--- config.mk ---
export PLATFORM = sky130hd
export DESIGN_NAME = data_path
export DESIGN_NICKNAME = d
export VERILOG_FILES = /design/src/rtl/data_path_pkg.sv /design/src/rtl/data_path_alu.sv /design/src/rtl/data_path.sv
export SDC_FILE = /design/constraint.sdc
export NUM_CORES = 1
export LEC_CHECK = 0
export CORE_ASPECT_RATIO = 1.5
export CORE_MARGIN = 3
export CORE_UTILIZATION = 23
export DETAILED_ROUTE_END_ITERATION = 16
export GPL_TIMING_DRIVEN = 1
export PLACE_DENSITY = 0.4
export SLEW_MARGIN = 20
export SYNTH_ARGS = -nofsm -noshare
export SYNTH_HDL_FRONTEND = slang
export SYNTH_SLANG_ARGS = --single-unit
--- constraint.sdc ---
create_clock -name clk -period 2.25 [get_ports clk]
set_input_delay 0.225 -clock clk [delete_from_list [all_inputs] [get_ports clk]]
set_output_delay 0.225 -clock clk [all_outputs]
set_load 0.02 [all_outputs]
--- src/rtl/data_path_pkg.sv ---
// Shared types and constants for the single-cycle data_path block.
package data_path_pkg;

    localparam int DATA_W  = 8;
    localparam int NREGS   = 16;
    localparam int INSTR_W = 14;
    localparam int FIELD_W = 4;

    localparam int OP_MSB = 13;
    localparam int OP_LSB = 12;
    localparam int RD_MSB = 11;
    localparam int RD_LSB = 8;
    localparam int A_MSB  = 7;
    localparam int A_LSB  = 4;
    localparam int B_MSB  = 3;
    localparam int B_LSB  = 0;

    typedef enum logic [1:0] {
        OP_ADD = 2'b00,
        OP_SUB = 2'b01,
        OP_AND = 2'b10,
        OP_OR  = 2'b11
    } opcode_e;

    typedef struct packed {
        logic z;
        logic n;
        logic c;
        logic v;
    } flags_t;

endpackage

--- src/rtl/data_path_alu.sv ---
// Combinational ALU: ADD/SUB/AND/OR with Z, N, C, V status flags.
module alu
    import data_path_pkg::*;
#(
    parameter int W = data_path_pkg::DATA_W
) (
    input  opcode_e        op_i,
    input  logic [W-1:0]   a_i,
    input  logic [W-1:0]   b_i,
    output logic [W-1:0]   r_o,
    output flags_t         flags_o
);

    logic [W:0] sumExt;
    logic [W:0] diffExt;

    // SUB is A + ~B + 1, so the carry-out doubles as the no-borrow flag.
    always_comb begin
        sumExt    = {1'b0, a_i} + {1'b0, b_i};
        diffExt   = {1'b0, a_i} + {1'b0, ~b_i} + {{W{1'b0}}, 1'b1};
        r_o       = '0;
        flags_o   = '0;
        case (op_i)
            OP_ADD: begin
                r_o       = sumExt[W-1:0];
                flags_o.c = sumExt[W];
                flags_o.v = (a_i[W-1] == b_i[W-1]) && (sumExt[W-1] != a_i[W-1]);
            end
            OP_SUB: begin
                r_o       = diffExt[W-1:0];
                flags_o.c = diffExt[W];
                flags_o.v = (a_i[W-1] != b_i[W-1]) && (diffExt[W-1] != a_i[W-1]);
            end
            OP_AND: r_o = a_i & b_i;
            OP_OR:  r_o = a_i | b_i;
            default: r_o = '0;
        endcase
        flags_o.z = (r_o == '0);
        flags_o.n = r_o[W-1];
    end

endmodule

--- src/rtl/data_path.sv ---
// Single-cycle datapath: decode, ALU, 16-entry register file, registered result and flags.
module data_path
    import data_path_pkg::*;
#(
    parameter int DATA_W = data_path_pkg::DATA_W,
    parameter int NREGS  = data_path_pkg::NREGS
) (
    input  logic                     clk,
    input  logic                     reset,
    input  logic [INSTR_W-1:0]       instruction,
    output logic                     flag_zero,
    output logic                     flag_negative,
    output logic                     flag_carry,
    output logic                     flag_overflow,
    output logic [DATA_W-1:0]        result,
    input  logic [$clog2(NREGS)-1:0] dbg_addr,
    output logic [DATA_W-1:0]        dbg_data
);

    opcode_e                  opCode;
    logic [RD_MSB-RD_LSB:0]   rdAddr;
    logic [DATA_W-1:0]        opA;
    logic [DATA_W-1:0]        opB;
    logic [DATA_W-1:0]        result_d;
    flags_t                   flags_d;

    logic [DATA_W-1:0]        regFile_q [NREGS];
    logic [DATA_W-1:0]        result_q;
    flags_t                   flags_q;

    assign opCode = opcode_e'(instruction[OP_MSB:OP_LSB]);
    assign rdAddr = instruction[RD_MSB:RD_LSB];
    assign opA    = {{(DATA_W-FIELD_W){1'b0}}, instruction[A_MSB:A_LSB]};
    assign opB    = {{(DATA_W-FIELD_W){1'b0}}, instruction[B_MSB:B_LSB]};

    alu #(.W(DATA_W)) u_alu (
        .op_i    (opCode),
        .a_i     (opA),
        .b_i     (opB),
        .r_o     (result_d),
        .flags_o (flags_d)
    );

    // Reset wins over the instruction: nothing is written during a reset cycle.
    always_ff @(posedge clk) begin
        if (reset) begin
            for (int i = 0; i < NREGS; i++) begin
                regFile_q[i] <= '0;
            end
            result_q <= '0;
            flags_q  <= '0;
        end else begin
            regFile_q[rdAddr] <= result_d;
            result_q          <= result_d;
            flags_q           <= flags_d;
        end
    end

    assign result        = result_q;
    assign flag_zero     = flags_q.z;
    assign flag_negative = flags_q.n;
    assign flag_carry    = flags_q.c;
    assign flag_overflow = flags_q.v;
    assign dbg_data      = regFile_q[dbg_addr];

endmodule

==> results.md, run 1 <==
* Final core occ at 30.4%
* CTS Root Cell: clkbuf_16
* Diodes inserted at 0
* GRT Total Usage at 11.6%
* LEAKAGE at 2.97 nW
* Die Area at 30000 um^2
* Syn Inst Count at 464
* Number of core rows at 74
* Clock tree buffer depth at 2
* First-pass GRT wire length at 25500 um
* Area of the core at 27300 um^2
* Worst hold slack at 674 ps
* Multi-input combinational cell area at 2160 um^2
* Power per cell area at 765 nW/um^2
* Synth Net Count at 499
* Layout Nets at 587
* Fin. Hold Viols at 0
* Detail Placement HPWL at 12200 um
* Crit Path Max Fanout at 1
* Worst-path clk slew at 60 ps
* # Max-Cap Violations at 0
* Sink Count at 138
* Period minus WS final at 2230 ps
* Starting Density at 23.5%
* Leading area contributor after synthesis: edfxtp_1
* Post-route cell area at 8320 um^2
* VDD IR max at 0.425 mV
* Cell area after synthesis at 6410 um^2
* FF+latch area at 4040 um^2
* Share of layout cells above drive strength 1 at 28.0%
* Synth area leaders: edfxtp_1, mux4_2, nor2_1, dfxtp_1, ha_1
* GRT overflow at 0
* Status: finished clean
* Post-route DRC at 0
* Starting DRC count in detailed routing at 220
* Die height at 211 um
* Final Worst Setup Slack at 19.1 ps
* Number of I/O pins at 40
* Largest net degree at the start of global routing at 25
* Cell Area, Placed at 7740 um^2
* Hold crit path type: in2reg
* Initial antenna violation count at 0
* Period utilisation layout at 99.2%
* DIE WIDTH at 142 um
* Synth-to-Final Area Change at 29.7%
* Startpoint types: flip-flop
* Drt first pass iters at 6
* # fillers at 2710
* H-tree Lvls at 4
* F_max at 448 MHz
* GPL Wtd Cong at 0.756
* Port Buffer Count at 38
* Synth Register Bits at 138
* Hold depth at 8
* Num CTS Buffers at 17
* Ys async rst share at 0%
* Overall Power at 6.36 mW
* CP required at 2030 ps
* WL/cell at 18.4 um
* Syn_area_per_cell at 13.8 um^2
* Vias in the first global route at 4234
* CTS tree: done
* Vias at 3841
* Main flop type after synthesis: edfxtp_1
* Pre-CTS WS at -670 ps
* Syn. warnings at 0
* Worst setup EP type: primary output
* Final setup fails at 0
* Post-CTS Hold Buffers at 0
* RSZ-0062 raised after global routing: yes
* Max-slew violations at 0
* Crit path DAT at 2010 ps
* WS Path Type: reg2out
* Synth top area share at 59.9%
* Register area share after synthesis at 63.1%
* Vias per cell at 4.23
* EDFF count, synth at 128
* Post-synth cell types at 37
* Remaining antenna violation count at 0
* Total Routed Length at 16700 um
[kinds of logic (layout without fill, tap and decap cells)]
family,Yosys count,in the layout,synth area share (%)
muxes,44,44,14.9
adders and majority gates,15,15,3.28
and+or+nand+nor,190,190,12.8
DFF,138,138,63.1
buffers and inverters,57,158,3.98
AOI/OAI and AO/OA,17,17,1.66
other,1,1,0.0585
xor gates and xnor gates,2,2,0.273
[worst paths after layout]
check	from	endpoint	slack (ps)
setup / recovery	regFile_q[10][1]$_SDFFCE_PN0P_	dbg_data[1]	20
hold / removal	instruction[5]	flag_zero$_SDFF_PP0_	670
[metrics by stage]
step | setup TNS (ps) | cells
floorplan | -10.9 | 464
global placement | -31360 | 872
detailed placement | -36170 | 872
CTS | -7.49 | 906
global route | -29.3 | 907
finish | 0 | 907
[critical path, stage by stage, from the launching register on]
cell      delay (ps)
edfxtp_1         380
mux4_2           540
mux4_2           520
buf_6            150
[power breakdown]
group,total [mW],internal (mW),switching (mW)
registers,3.01,2.97,0.0429
logic,0.881,0.428,0.453
clock network,2.47,1.49,0.982
total,6.36,4.88,1.48
[cell usage in the layout, fill, tap and decap left out, types with 4 or more instances in the layout]
cell | synthesis | layout
dlygate4sd2_1 | 0 | 5
nor2b_1 | 4 | 4
clkbuf_1 | 18 | 7
buf_4 | 7 | 51
mux4_2 | 40 | 40
dfxtp_1 | 10 | 10
nor2_1 | 136 | 136
buf_6 | 1 | 6
clkinv_2 | 0 | 4
inv_2 | 0 | 6
inv_1 | 20 | 14
clkbuf_16 | 0 | 17
edfxtp_1 | 128 | 128
nand3_1 | 7 | 7
clkdlybuf4s50_1 | 0 | 22
ha_1 | 12 | 8
nand2_1 | 15 | 15
nand2b_1 | 18 | 18
buf_12 | 0 | 17
[repair_timing]
| action | 4_1_cts | 5_1_grt |
|---|---|---|
| resized for setup | 55 | 10 |
| endpoints found under the hold margin | 0 | 0 |
| buffers inserted | 2 | 1 |
| pin swaps | 8 | 4 |
| endpoints found under the setup margin | 41 | 8 |
[cell type report]
type	count	share of cell area, %
Clock inverter	5	0.286
Sequential cell	138	48.6
Clock buffer	27	5.93
Inverter	20	0.903
Multi-Input combinational cell	269	26.0
Timing Repair Buffer	106	13.1
Tap cell	342	5.15
[flip-flops by register name, indices dropped and copies added (netlist names)]
signal and cells:
regFile_q 128, result 8, flag_zero 1, flag_carry 1
[per-layer routing]
metal  vias up  share of wire (%)  GRT usage, %
met5         -                  0             0
met4         0                2.0          4.53
met3        14                3.0          2.11
met2        77                 56          21.9
met1      1926                 39          12.6
li1       1824                  -             -
[cell usage after synthesis, drive strengths merged, types with 2 or more instances]
master / instances
dfxtp: 10
mux4: 41
nor2: 136
mux2i: 2
ha: 12
xor2: 2
nand2: 15
o21ai: 5
clkbuf: 18
fa: 3
nand3: 7
nor2b: 4
nand2b: 19
edfxtp: 128
a21oi: 4
o21bai: 2
or3: 2
inv: 20
or2b: 2
a21o: 3
buf: 19
No activity file was read; power rests on OpenSTA's default activity.
==> run 2, diff against run 1 <==
--- a/config.mk
+++ b/config.mk
@@ -5,12 +5,14 @@
 export SDC_FILE = /design/constraint.sdc
 export NUM_CORES = 1
 export LEC_CHECK = 0
+export CELL_PAD_IN_SITES_DETAIL_PLACEMENT = 1
+export CELL_PAD_IN_SITES_GLOBAL_PLACEMENT = 2
 export CORE_ASPECT_RATIO = 1.5
 export CORE_MARGIN = 3
 export CORE_UTILIZATION = 23
 export DETAILED_ROUTE_END_ITERATION = 16
 export GPL_TIMING_DRIVEN = 1
-export PLACE_DENSITY = 0.4
+export PLACE_DENSITY = 0.51
 export SLEW_MARGIN = 20
 export SYNTH_ARGS = -nofsm -noshare
 export SYNTH_HDL_FRONTEND = slang
==> run 2 against run 1 <==
  * Combinational power up 2.4%
  * Sequential share of layout area down 0.62 points
  * Fmax down 0.17%
  * Clock power up 15%
  * Critical path depth unchanged
  * Non-clock buffer count up 2
  * Sequential cell count unchanged
  * Largest cell class unchanged
  * Highest routed layer unchanged
==> results.md, run 2 (synthesized netlist as in run 1, its figures left out) <==
* Status: finished clean
* Slowest cell on crit path: mux4_2
* Vias in the first global route at 4423 (+4.5%)
* GPL Wtd Cong at 0.787 (+4.2%)
* Period utilisation layout at 99.3% (+0.16 points)
* Diodes inserted at 0 (unchanged)
* DIE WIDTH at 142 um (unchanged)
* Worst-path clk slew at 60 ps (about the same)
* CP required at 2030 ps (about the same)
* Die height at 211 um (unchanged)
* # Max-Cap Violations at 0 (unchanged)
* Worst setup EP type: primary output
* Largest net degree at the start of global routing at 25 (unchanged)
* Hold Path Origin: instruction[6]
* GRT overflow at 0 (unchanged)
* Number of core rows at 74 (unchanged)
* WHS Endpoint: flag_zero$_SDFF_PP0_
* Fin. Hold Viols at 0 (unchanged)
* Power per cell area at 802 nW/um^2 (+4.8%)
* Worst path cell trace: mux4_2 > mux4_2 > buf_6
* Most common cell after layout, fill and taps aside: nor2_1
* Detail Placement HPWL at 12900 um (+5.9%)
* Final setup fails at 0 (unchanged)
* Final cell count without fillers at 909 (+0.22%)
* Met3 wire length at 470 um (-6.6%)
* Starting Density at 23.5% (unchanged)
* CP startpoint: regFile_q[10][3]$_SDFFCE_PN0P_
* Post-route cell area at 8420 um^2 (+1.3%)
* Largest register FFs at 128 (unchanged)
* Commonest non-fill, non-tap cells in the layout: nor2_1, edfxtp_1, buf_4, mux4_2, clkdlybuf4s50_1
* Crit-path max cell delay at 540 ps (about the same)
* F_max at 448 MHz (-0.17%)
* Period minus WS final at 2230 ps (+3.70 ps)
* RSZ-0062 raised after global routing: yes
* Area of the core at 27300 um^2 (unchanged)
* Startpoint types: flip-flop
* GRT Total Usage at 12.6% (+0.97 points)
* Sink Count at 138 (unchanged)
* M1 WL at 6740 um (+4.1%)
* Total Routed Length at 17900 um (+7.2%)
* CP top delay family: multiplexers
* Vias per cell at 4.28 (+1.1%)
* First-pass GRT wire length at 27000 um (+5.9%)
* Post-CTS Hold Buffers at 0 (unchanged)
* LEAKAGE at 3.02 nW (+1.8%)
* Num CTS Buffers at 17 (unchanged)
* Starting DRC count in detailed routing at 176 (-20%)
* Layout Nets at 589 (+0.34%)
* Final Worst Setup Slack at 15.4 ps (-3.70 ps)
* Crit Path Max Fanout at 1 (unchanged)
* Number of I/O pins at 40 (unchanged)
* CTS Root Cell: clkbuf_16
* Placed Cells at 875 (+0.34%)
* Vias at 3893 (+1.4%)
* WS Path Type: reg2out
* Drt first pass iters at 4 (-2)
* Crit path buf inv count at 1 (unchanged)
* Remaining antenna violation count at 0 (unchanged)
* Crit path DAT at 2010 ps (about the same)
* Max-slew violations at 0 (unchanged)
* Clock tree buffer depth at 2 (unchanged)
* Pre-CTS WS at -611 ps (+59.3 ps)
* Metal2 WL at 10300 um (+10%)
* Share of layout cells above drive strength 1 at 29.3% (+1.3 points)
* Synth-to-Final Area Change at 31.3%
* Die Area at 30000 um^2 (unchanged)
* Max layer used: met4
* Post-route DRC at 0 (unchanged)
* Port Buffer Count at 38 (unchanged)
* Cell Area, Placed at 7730 um^2 (-0.19%)
* CTS tree: done
* H-tree Lvls at 4 (unchanged)
* WL/cell at 19.6 um (+7.0%)
* VDD IR max at 0.497 mV (+17%)
* Hold depth at 7 (-1)
* CP most frequent cell: mux4_2
* Initial antenna violation count at 0 (unchanged)
* Top reg by flops: regFile_q
* Hold crit path type: in2reg
## run 2: cell count changes in the layout (fill, tap and decap cells not counted), moves of 2 or more
cell | before | now
clkdlybuf4s15_1 | 2 | 0
buf_2 | 3 | 1
dlygate4sd2_1 | 5 | 7
clkbuf_1 | 7 | 2
buf_4 | 51 | 55
buf_6 | 6 | 8
buf_12 | 17 | 14
clkbuf_8 | 3 | 6
bufinv_16 | 0 | 2
## run 2: cell type report
type	count	area [um^2]
multi-input cells	269	2170
repair buffers	108	1100
clock inverters	7	87.6
inverters	20	75.1
flip-flops and latches	138	4040
fillers	2885	18900
well taps	342	428
clock buffers	25	515
## run 2: worst max-delay path by stage
stage          slack (ps)  cells past startpoint                   end
5_1_grt               -40                      3           dbg_data[7]
2_1_floorplan         -10                      9  flag_zero$_SDFF_PP0_
6_report               20                      3           dbg_data[3]
4_1_cts               -20                      3           dbg_data[7]
3_3_place_gp         -600                     10  flag_zero$_SDFF_PP0_
3_5_place_dp         -610                     10  flag_zero$_SDFF_PP0_
## run 2: what timing repair did
action                                  in CTS  in global routing
endpoints found under the setup margin      57                 17
pin swaps                                    7                  2
resized for setup                           62                  3
setup buffers                                1                  0
cloned                                       1                  0
endpoints found under the hold margin        0                  0
## run 2: metrics by stage
step                util (%)  power (mW)  setup TNS (ps)  hold slack (ps)
global route            30.8        6.99            -164              758
finish                  30.8        6.76               0              724
global placement        28.3        3.95          -34980             1030
floorplan                  -        3.52           -10.9              412
CTS                     30.8        6.84           -70.2              703
detailed placement      28.3        3.97          -38740             1030
## run 2: per-layer routing
layer  global-route usage (%)  vias up
met5                        0        -
met4                     4.30        0
met3                     2.75       19
met2                     24.2       72
met1                     13.3     1977
li1                         -     1825
## run 2: report_power, final
group	switching (mW)	internal, mW
Clock	1.04	1.80
Sequential	0.0453	2.97
Combinational	0.465	0.437
Total	1.55	5.21
==> run 3, diff against run 2 <==
--- a/config.mk
+++ b/config.mk
@@ -5,14 +5,16 @@
 export SDC_FILE = /design/constraint.sdc
 export NUM_CORES = 1
 export LEC_CHECK = 0
+export ABC_AREA = 1
 export CELL_PAD_IN_SITES_DETAIL_PLACEMENT = 1
 export CELL_PAD_IN_SITES_GLOBAL_PLACEMENT = 2
 export CORE_ASPECT_RATIO = 1.5
 export CORE_MARGIN = 3
-export CORE_UTILIZATION = 23
+export CORE_UTILIZATION = 31
 export DETAILED_ROUTE_END_ITERATION = 16
 export GPL_TIMING_DRIVEN = 1
-export PLACE_DENSITY = 0.51
+export PLACE_DENSITY = 0.71
+export SETUP_SLACK_MARGIN = 0.02
 export SLEW_MARGIN = 20
 export SYNTH_ARGS = -nofsm -noshare
 export SYNTH_HDL_FRONTEND = slang
==> run 3 against run 2 <==
  * Global-route usage rose by 5.4 points
  * Via count rose by 40%
  * Cell count increased by 26%
  * Utilization increased by 9.7 points
  * Fmax grew 10%
  * Non-clock buffer count rose by 5
  * Largest cell class unchanged
==> results.md, run 3 <==
* CP required at 2030 ps (about the same)
* Synth-to-Final Area Change at 27.4%
* Clock tree buffer depth at 2 (unchanged)
* Period minus WS final at 2020 ps (-211 ps)
* Post-synth cell types at 30 (-19%)
* Main flop type after synthesis: edfxtp_1
* Leading area contributor after synthesis: edfxtp_1
* Post-CTS Hold Buffers at 0 (unchanged)
* Synth Net Count at 802 (+61%)
* Syn Inst Count at 767 (+65%)
* LEAKAGE at 3.81 nW (+26%)
* First-pass GRT wire length at 32700 um (+21%)
* GPL Wtd Cong at 0.798 (+1.3%)
* List of most frequent post-synthesis cells: inv_1, edfxtp_1, nand2_1
* Worst setup EP type: primary output
* Crit-path max cell delay at 380 ps (-160 ps)
* Ys async rst share at 0% (unchanged)
* Worst path cell trace: o211ai_1 > nand3_1 > nand3_1 > nand2_1 > dlygate4sd2_1
* Largest register FFs at 128 (unchanged)
* Number of core rows at 66 (-11%)
* Post-CTS Repair Setup Buffers at 0 (-1)
* Crit path buf inv count at 1 (unchanged)
* CP top delay family: simple AND/OR/NAND/NOR gates
* DIE WIDTH at 129 um (-9.6%)
* # fillers at 2526 (-12%)
* Remaining antenna violation count at 0 (unchanged)
* Starting Density at 31.8% (+8.4 points)
* CP most frequent cell: nand3_1
* F_max at 494 MHz (+10%)
* Syn. warnings at 0 (unchanged)
* Most common cell after layout, fill and taps aside: inv_1
* Synth Register Bits at 138 (unchanged)
* Layout Nets at 894 (+52%)
* Startpoint types: flip-flop
* Post-route setup TNS at 0 ps (unchanged)
* EDFF count, synth at 128 (unchanged)
* Top reg by flops: regFile_q
* Commonest non-fill, non-tap cells in the layout: inv_1, edfxtp_1, nand2_1, nor2_1, buf_4
* FF+latch area at 4040 um^2 (unchanged)
* Synth area leaders: edfxtp_1, inv_1, nand2_1, nor2_1, nand3_1
* Syn_area_per_cell at 9.12 um^2 (-34%)
* Drt first pass iters at 5 (+1)
* Final setup fails at 0 (unchanged)
* Fin. Hold Viols at 0 (unchanged)
* Most numerous cell in the Yosys netlist: inv_1
* Die Area at 24400 um^2 (-18%)
* WL/cell at 18.4 um (-6.1%)
* Power per cell area at 745 nW/um^2 (-7.1%)
* Share of layout cells above drive strength 1 at 16.1% (-13 points)
* Area of the core at 22000 um^2 (-20%)
* H-tree Lvls at 4 (unchanged)
* Status: finished clean
* Post-route DRC at 0 (unchanged)
* Final core occ at 40.6% (+9.7 points)
* CTS Root Cell: clkbuf_16
* Final cell count without fillers at 1144 (+26%)
* Register area share after synthesis at 57.8% (-5.2 points)
* Crit Path Max Fanout at 1 (unchanged)
* Placed Cells at 1110 (+27%)
* Diodes inserted at 0 (unchanged)
* # Max-Cap Violations at 0 (unchanged)
* Initial antenna violation count at 0 (unchanged)
* Slowest cell on crit path: edfxtp_1
* Period utilisation layout at 89.9% (-9.4 points)
* Vias in the first global route at 5963 (+35%)
* Vias at 5459 (+40%)
* RSZ-0062 raised after global routing: no
* Die height at 190 um (-9.8%)
* Sink Count at 138 (unchanged)
* Largest net degree at the start of global routing at 50 (+100%)
* Hold crit path type: in2reg
* Max-slew violations at 0 (unchanged)
* Port Buffer Count at 38 (unchanged)
* GRT Total Usage at 18.0% (+5.4 points)
* WS Path Type: reg2out
* Detail Placement HPWL at 15400 um (+19%)
* Final Worst Setup Slack at 227 ps (+211 ps)
* Num CTS Buffers at 17 (unchanged)
* Synth top area share at 54.9% (-5.0 points)
* Pre-CTS WS at -392 ps (+219 ps)
* CTS tree: done
* GRT overflow at 0 (unchanged)
* Multi-input combinational cell area at 2280 um^2 (+4.8%)
* Cell area after synthesis at 7000 um^2 (+9.1%)
* Number of I/O pins at 40 (unchanged)
* VDD IR max at 0.520 mV (+4.6%)
* Crit path DAT at 1800 ps (-210 ps)
* Vias per cell at 4.77 (+11%)
* Total Routed Length at 21100 um (+18%)
* Starting DRC count in detailed routing at 370 (+110%)
* Worst-path clk slew at 70 ps (about the same)
[run 3: changes by cell type after synthesis, moves of 5 or more]
| cell | previous run | this run |
|---|---|---|
| buf_1 | 5 | 10 |
| nor2_1 | 136 | 114 |
| mux4_2 | 40 | 0 |
| inv_1 | 20 | 137 |
| o21ai_0 | 3 | 33 |
| a21oi_1 | 4 | 51 |
| nand2_1 | 15 | 119 |
| nand2_2 | 0 | 6 |
| nand3_1 | 7 | 58 |
| nand2b_1 | 18 | 0 |
| nor2_2 | 0 | 8 |
| o211ai_1 | 1 | 32 |
| clkbuf_1 | 18 | 13 |
[run 3: cell type report]
class / instances / share of cell area, %
Timing Repair Buffer: 113 / 13.0
Inverter: 141 / 5.94
Multi-Input combinational cell: 448 / 25.5
Sequential cell: 138 / 45.4
Clock buffer: 18 / 4.82
Tap cell: 272 / 3.82
Clock inverter: 14 / 1.47
[run 3: where the power goes]
group	leakage [nW]	switching (mW)	total [mW]	internal [mW]
Clock	0.266	1.06	2.67	1.61
Sequential	1.32	0.0453	3.01	2.97
Combinational	2.23	0.590	0.954	0.363
Total	3.81	1.69	6.64	4.94
[run 3: repair_timing]
item,CTS,global route
setup endpoints to repair,8,24
pin swaps,1,2
cloned,0,2
resized for setup,8,17
[run 3: path summary, 6_finish.rpt]
| path | from | to | depth (start not counted) |
|---|---|---|---|
| max | regFile_q[14][2]$_SDFFCE_PN0P_ | dbg_data[2] | 5 |
| min | reset | result[3]$_SDFF_PP0_ | 2 |
[run 3: layer usage]
layer / vias to the layer above / share of wire (%) / GRT usage [%]
li1: 2675 / - / -
met1: 2665 / 37 / 19.1
met2: 88 / 57 / 33.8
met3: 31 / 2.3 / 2.78
met4: 0 / 3.1 / 8.69
met5: - / 0 / 0
[run 3: logic make-up after synthesis]
family,after synthesis,share of synthesized area (%)
AOI/OAI and AO/OA,120,9.91
xor gates and xnor gates,1,0.125
adders and majority gates,15,3.00
buffers and inverters,181,10.3
DFF,138,57.8
other,1,0.0536
and+or+nand+nor,311,18.8
[run 3: metrics by stage]
stage | hold slack, ps | power (mW) | area, um^2
floorplan | 294 | 3.53 | 7000
global placement | 882 | 3.98 | 8250
detailed placement | 870 | 4.01 | 8250
CTS | 412 | 6.68 | 8810
global route | 454 | 6.90 | 8910
finish | 433 | 6.64 | 8910
